File: config.mk
export PLATFORM = sky130hd
export DESIGN_NAME = booth_controller
export DESIGN_NICKNAME = d
export VERILOG_FILES = /design/src/rtl/booth_ctrl_pkg.sv /design/src/rtl/booth_controller_iter_watchdog.sv /design/src/rtl/booth_controller.sv
export SDC_FILE = /design/constraint.sdc
export NUM_CORES = 1
export LEC_CHECK = 0
export ABC_CLOCK_PERIOD_IN_PS = 3100
export CORE_MARGIN = 5
export CORE_UTILIZATION = 55
export DETAILED_ROUTE_END_ITERATION = 16
export PLACE_DENSITY = 0.8
export SYNTH_ARGS = -nofsm -noshare
export SYNTH_HDL_FRONTEND = slang
export SYNTH_SLANG_ARGS = --single-unit
File: constraint.sdc
create_clock -name clk -period 3.1 [get_ports clk]
set_input_delay 0.31 -clock clk [delete_from_list [all_inputs] [get_ports clk]]
set_output_delay 0.31 -clock clk [all_outputs]
set_load 0.005 [all_outputs]
File: src/rtl/booth_ctrl_pkg.sv
`default_nettype none
// ============================================================================
// Module      : booth_ctrl_pkg
// Description : Shared state encoding and default sizing for the radix-2
//               Booth multiplier controller and its datapath top.
// Revision    : 1.0 - initial release
// ============================================================================
package booth_ctrl_pkg;

  // Default operand width / Booth iteration count shared with the datapath
  localparam int unsigned DEF_ITERATIONS     = 16;
  // Default ITER-state watchdog limit; must exceed the iteration count
  localparam int unsigned DEF_TIMEOUT_CYCLES = 20;

  typedef enum logic [2:0] {
    IDLE    = 3'd0,
    INIT    = 3'd1,
    ITER    = 3'd2,
    CAPTURE = 3'd3,
    DONE    = 3'd4
  } booth_state_t;

endpackage : booth_ctrl_pkg
`default_nettype wire

File: src/rtl/booth_controller_iter_watchdog.sv
`default_nettype none
// ============================================================================
// Module      : iter_watchdog
// Description : Saturating cycle counter guarding the Booth ITER state.
//               'expired' is high in the cycle whose increment reaches the
//               limit, so exactly TIMEOUT_CYCLES ITER cycles are allowed.
// Revision    : 1.0 - initial release
// ============================================================================
module iter_watchdog
  import booth_ctrl_pkg::*;
#(
  parameter int unsigned TIMEOUT_CYCLES = DEF_TIMEOUT_CYCLES
) (
  input  logic clk,
  input  logic reset,
  input  logic clear,
  input  logic inc,
  output logic expired
);

  localparam int WD_W = $clog2(TIMEOUT_CYCLES + 1);
  localparam logic [WD_W-1:0] C_LIMIT = WD_W'(TIMEOUT_CYCLES);

  logic [WD_W-1:0] r_cnt;

  // Count ITER cycles; clear has priority and the count never wraps
  always_ff @(posedge clk or negedge reset) begin
    if (!reset) begin
      r_cnt <= '0;
    end else if (clear) begin
      r_cnt <= '0;
    end else if (inc && (r_cnt != C_LIMIT)) begin
      r_cnt <= r_cnt + 1'b1;
    end
  end

  assign expired = (inc && (r_cnt == (C_LIMIT - 1'b1))) || (r_cnt == C_LIMIT);

endmodule : iter_watchdog
`default_nettype wire

File: src/rtl/booth_controller.sv
`default_nettype none
// ============================================================================
// Module      : booth_controller
// Description : Sequencing FSM for the radix-2 Booth multiplier datapath.
//               Accepts operands over valid/ready, strobes the datapath
//               through INIT/ITER/CAPTURE and holds the result in DONE until
//               the downstream consumer takes it. A watchdog and a stale
//               count detector qualify the result with out_error.
// Revision    : 1.0 - initial release
// ============================================================================
module booth_controller
  import booth_ctrl_pkg::*;
#(
  parameter int unsigned ITERATIONS     = DEF_ITERATIONS,
  parameter int unsigned TIMEOUT_CYCLES = DEF_TIMEOUT_CYCLES
) (
  input  logic clk,
  input  logic reset,
  input  logic in_valid,
  output logic in_ready,
  input  logic count,
  output logic load,
  output logic enable_A,
  output logic enable_B,
  output logic load_PP,
  output logic enable_PP,
  output logic load_P,
  output logic out_valid,
  output logic out_error,
  input  logic out_ready
);

  // A watchdog limit not above the iteration count would abort every good
  // multiply, so such a setting is pulled up to the smallest usable value.
  localparam int unsigned C_TIMEOUT =
    (TIMEOUT_CYCLES > ITERATIONS) ? TIMEOUT_CYCLES : (ITERATIONS + 1);

  booth_state_t r_state;
  booth_state_t w_next_state;
  logic         r_err;
  logic         w_next_err;
  logic         r_first;
  logic         w_expired;

  logic r_in_ready;
  logic r_load_pp;
  logic r_enable_pp;
  logic r_load_p;
  logic r_out_valid;
  logic r_out_error;

  iter_watchdog #(
    .TIMEOUT_CYCLES (C_TIMEOUT)
  ) u_watchdog (
    .clk     (clk),
    .reset   (reset),
    .clear   (r_state == INIT),
    .inc     (r_state == ITER),
    .expired (w_expired)
  );

  // Next-state and error-flag decision
  always_comb begin
    w_next_state = r_state;
    w_next_err   = r_err;
    case (r_state)
      IDLE: begin
        if (in_valid && r_in_ready) begin
          w_next_state = INIT;
          w_next_err   = 1'b0;
        end
      end
      INIT: begin
        w_next_state = ITER;
      end
      ITER: begin
        // A count already high on the first ITER cycle is left over from an
        // earlier operation; a count that arrives with the timeout still wins.
        if (count) begin
          w_next_state = CAPTURE;
          if (r_first) begin
            w_next_err = 1'b1;
          end
        end else if (w_expired) begin
          w_next_state = CAPTURE;
          w_next_err   = 1'b1;
        end
      end
      CAPTURE: begin
        w_next_state = DONE;
      end
      DONE: begin
        if (out_ready) begin
          w_next_state = IDLE;
        end
      end
      default: begin
        w_next_state = IDLE;
      end
    endcase
  end

  // State, error flag and Moore outputs registered from the next state
  always_ff @(posedge clk or negedge reset) begin
    if (!reset) begin
      r_state     <= IDLE;
      r_err       <= 1'b0;
      r_first     <= 1'b0;
      r_in_ready  <= 1'b0;
      r_load_pp   <= 1'b0;
      r_enable_pp <= 1'b0;
      r_load_p    <= 1'b0;
      r_out_valid <= 1'b0;
      r_out_error <= 1'b0;
    end else begin
      r_state     <= w_next_state;
      r_err       <= w_next_err;
      r_first     <= (r_state == INIT);
      r_in_ready  <= (w_next_state == IDLE);
      r_load_pp   <= (w_next_state == INIT);
      r_enable_pp <= (w_next_state == ITER);
      r_load_p    <= (w_next_state == CAPTURE);
      r_out_valid <= (w_next_state == DONE);
      r_out_error <= (w_next_state == DONE) && w_next_err;
    end
  end

  // Operand load strobes fire on the accept cycle only; gating with the
  // registered ready keeps them low in reset and the cycle after release.
  assign load      = in_valid && r_in_ready;
  assign enable_A  = in_valid && r_in_ready;
  assign enable_B  = in_valid && r_in_ready;

  assign in_ready  = r_in_ready;
  assign load_PP   = r_load_pp;
  assign enable_PP = r_enable_pp;
  assign load_P    = r_load_p;
  assign out_valid = r_out_valid;
  assign out_error = r_out_error;

endmodule : booth_controller
`default_nettype wire

==> flow_metrics.tcl <==
set metrics [dict create \
    fp.dieW_um 50.2 \
    synth-simple-area-share 0.215 \
    syn_inst 82 \
    finalCritPeriodShare 0.603 \
    setup_viol 0 \
    ys_top_cells_by_area "dfrtp_1 45%, nor2_1 3.8%, buf_4 3.4%" \
    worstReg2RegStart "r_state[0]" \
    cap_violations 0 \
    fillers 123 \
    grt_pass1_wl_mm 2.99 \
    sw_frac_of_total 0.393 \
    start_util 0.583 \
    grt_pass1_vias 640 \
    end_kind "output pin" \
    cts_tree "built" \
    antenna_left 0 \
    drt_pass1_iterations 4 \
    die-area_mm2 0.00252 \
    antenna_found_initial 0 \
    synth_top_family_by_area "simple AND/OR/NAND/NOR gates" \
    core_mm2 0.00152 \
    pwr-share-clk 0.123 \
    fin_cells 107 \
    fin_hold_ws_ns 0.442 \
    hpwl_mm 1.21 \
    syn_nets 89 \
    clock_skew_ns 0.00428 \
    wl_per_cell_um 15.5 \
    io_buffers 13 \
    area_growth_syn_to_layout_pct 13.7 \
    antenna_cells 0 \
    crit_path_start "in_valid" \
    ys.warnings.count 0 \
    yosysTopAreaCell "dfrtp_1" \
    cts_buffers 3 \
    path_class "primary input to output pin" \
    routed_via_density 6.02 \
    cts_resized 0 \
    netlist_area_um2 888 \
    synthAdderAreaFrac 0.0282 \
    cts_root_buf "clkbuf_4" \
    worstPathArrival_ns 1.56 \
    synth.distinct_cells 39 \
    avgSynthCellArea_um2 10.8 \
    cts_max_path_buffers 2 \
    drive_above_1_share 0.143 \
    synth_compound_gate_area_share 0.192 \
    clk_pin_slew_ns 0.09 \
    netSwitchingPower_mw 0.349 \
    rsz0062_at_grt "no" \
    synth-async-reset-ratio 1.00 \
    pwr-share-seq 0.467 \
    hold_class "primary input to async pin" \
    drt_iter0_markers 11 \
    clock_sinks 16 \
    layout_min_cycle_time_ns 1.87 \
    grt_overflow 0 \
    vdd_drop_max_mv 0.527 \
    status "finished clean" \
    power_frac_comb 0.410 \
    ios 14 \
    critPathRequiredTime_ns 2.79 \
    synth-xor-area-share 0.00986 \
    post_cts_buffers 0 \
    maxSlewHeadroom 0.522 \
    internal_power_mw 0.538 \
    die_h_um 50.2 \
    fin_ws_ns 1.23 \
    drt-total-wl_mm 1.66 \
    postCtsHoldBufs 0 \
    leakage_nw 0.440 \
    start_kind "primary input" \
    post-place-ws_ns 1.23 \
    worstMarginPinSlew_ns 0.715 \
    tns_ns 0 \
    totalPowerFinal_mw 0.887 \
    p_per_area_mw_per_mm2 879 \
    drc 0 \
    fmax_ghz 0.535 \
    final_hold_viol_count 0 \
    htree_num_levels 1 \
    gp_congestion 0.783 \
    grt_use_total 0.155 \
    netlist.area_leader.share 0.451 \
    synth_edf_count 0 \
    place_inst 104 \
    slew_viol_final 0 \
    grt_max_degree 17 \
    num_rows 14 \
    vias 644 \
    synth_mux_area_frac 0.0169 \
    critPathMaxFanout 6 \
    synthFlopType "dfrtp_1" \
    seq_area_frac_synth 0.451 \
    clkLatencyLatePin_ns 0.29 \
    synth_seq_cells 16 \
    nets 100 \
]
cell usage in the layout, fill, tap and decap left out, types with 2 or more instances in the layout:
master,n
a211oi_1,2
a21oi_1,2
clkbuf_4,3
clkdlybuf4s50_1,13
dfrtp_1,16
ha_1,2
inv_1,7
nand3_1,2
nand4_1,3
nor2_1,9
nor2b_1,2
nor3b_1,2
o211ai_1,2
o21ai_0,2
logic make-up after synthesis:
| group | Yosys count |
|---|---|
| AOI/OAI and AO/OA | 18 |
| xor gates and xnor gates | 1 |
| adders and majority gates | 2 |
| buffers and inverters | 14 |
| DFF | 16 |
| muxes | 1 |
| and+or+nand+nor | 30 |
synthesized netlist by cell type, drive strengths merged (2+ instances only):
master and instances:
buf 7, nor2b 2, nor3b 3, nand3 2
a2111oi 2, a21oi 2, nand4 3, inv 7
ha 2, o21ai 2, a31oi 2, dfrtp 16
o211ai 2, nor2 9, a211oi 2
registers in the layout, summed over array words and instances (netlist names):
| name | count |
|---|---|
| enable_PP | 1 |
| in_ready | 1 |
| load_P | 1 |
| load_PP | 1 |
| out_error | 1 |
| out_valid | 1 |
| r_err | 1 |
| r_first | 1 |
| r_state | 3 |
| u_watchdog.r_cnt | 5 |
cell type report:
type	instances	area (um2)	share of cell area
tap	16	20.0	0.0198
multi-input combinational	52	410	0.406
inverter	7	26.3	0.0260
timing repair buffer	13	130	0.129
sequential	16	400	0.397
clock buffer	3	22.5	0.0223
per-layer routing:
layer / vias up / GRT usage / part of all wire
met1: 311 / 0.202 / 0.45
met4: 0 / 0.0524 / 0.016
li1: 314 / - / -
met3: 2 / 0.0414 / 0.057
met2: 17 / 0.249 / 0.48
met5: - / 0 / 0
critical path, stage by stage:
cell,delay [ns]
clkdlybuf4s50_1,0.46
and2_1,0.23
clkdlybuf4s50_1,0.55
power groups by stage:
stage,clock (mW),sequential [mW],combinational [mW]
global route,0.122,0.435,0.409
finish,0.109,0.414,0.364
detailed placement,0,0.418,0.366
global placement,0,0.414,0.355
CTS,0.111,0.413,0.368
floorplan,0,0.338,0.340
path summary, 6_finish.rpt:
check | slack [ns] | endpoint | cells past startpoint
max | 1.23 | load | 3
min | 0.44 | r_first | 1
max reg2reg | 1.52 | u_watchdog.r_cnt[2] | 3
min reg2reg | 0.60 | u_watchdog.r_cnt[1] | 2
max in group asynchronous | 2.21 | u_watchdog.r_cnt[0] | 1
min in group clk | 0.60 | u_watchdog.r_cnt[1] | 2
through the flow:
| stage | util | instance area (um2) |
|---|---|---|
| final | 0.663 | 1010 |
| after detailed placement | 0.648 | 987 |
| after global placement | 0.648 | 987 |
| after CTS | 0.663 | 1010 |
| after floorplan | - | 888 |
| after global routing | 0.663 | 1010 |
(Power assumes the default switching activity.)
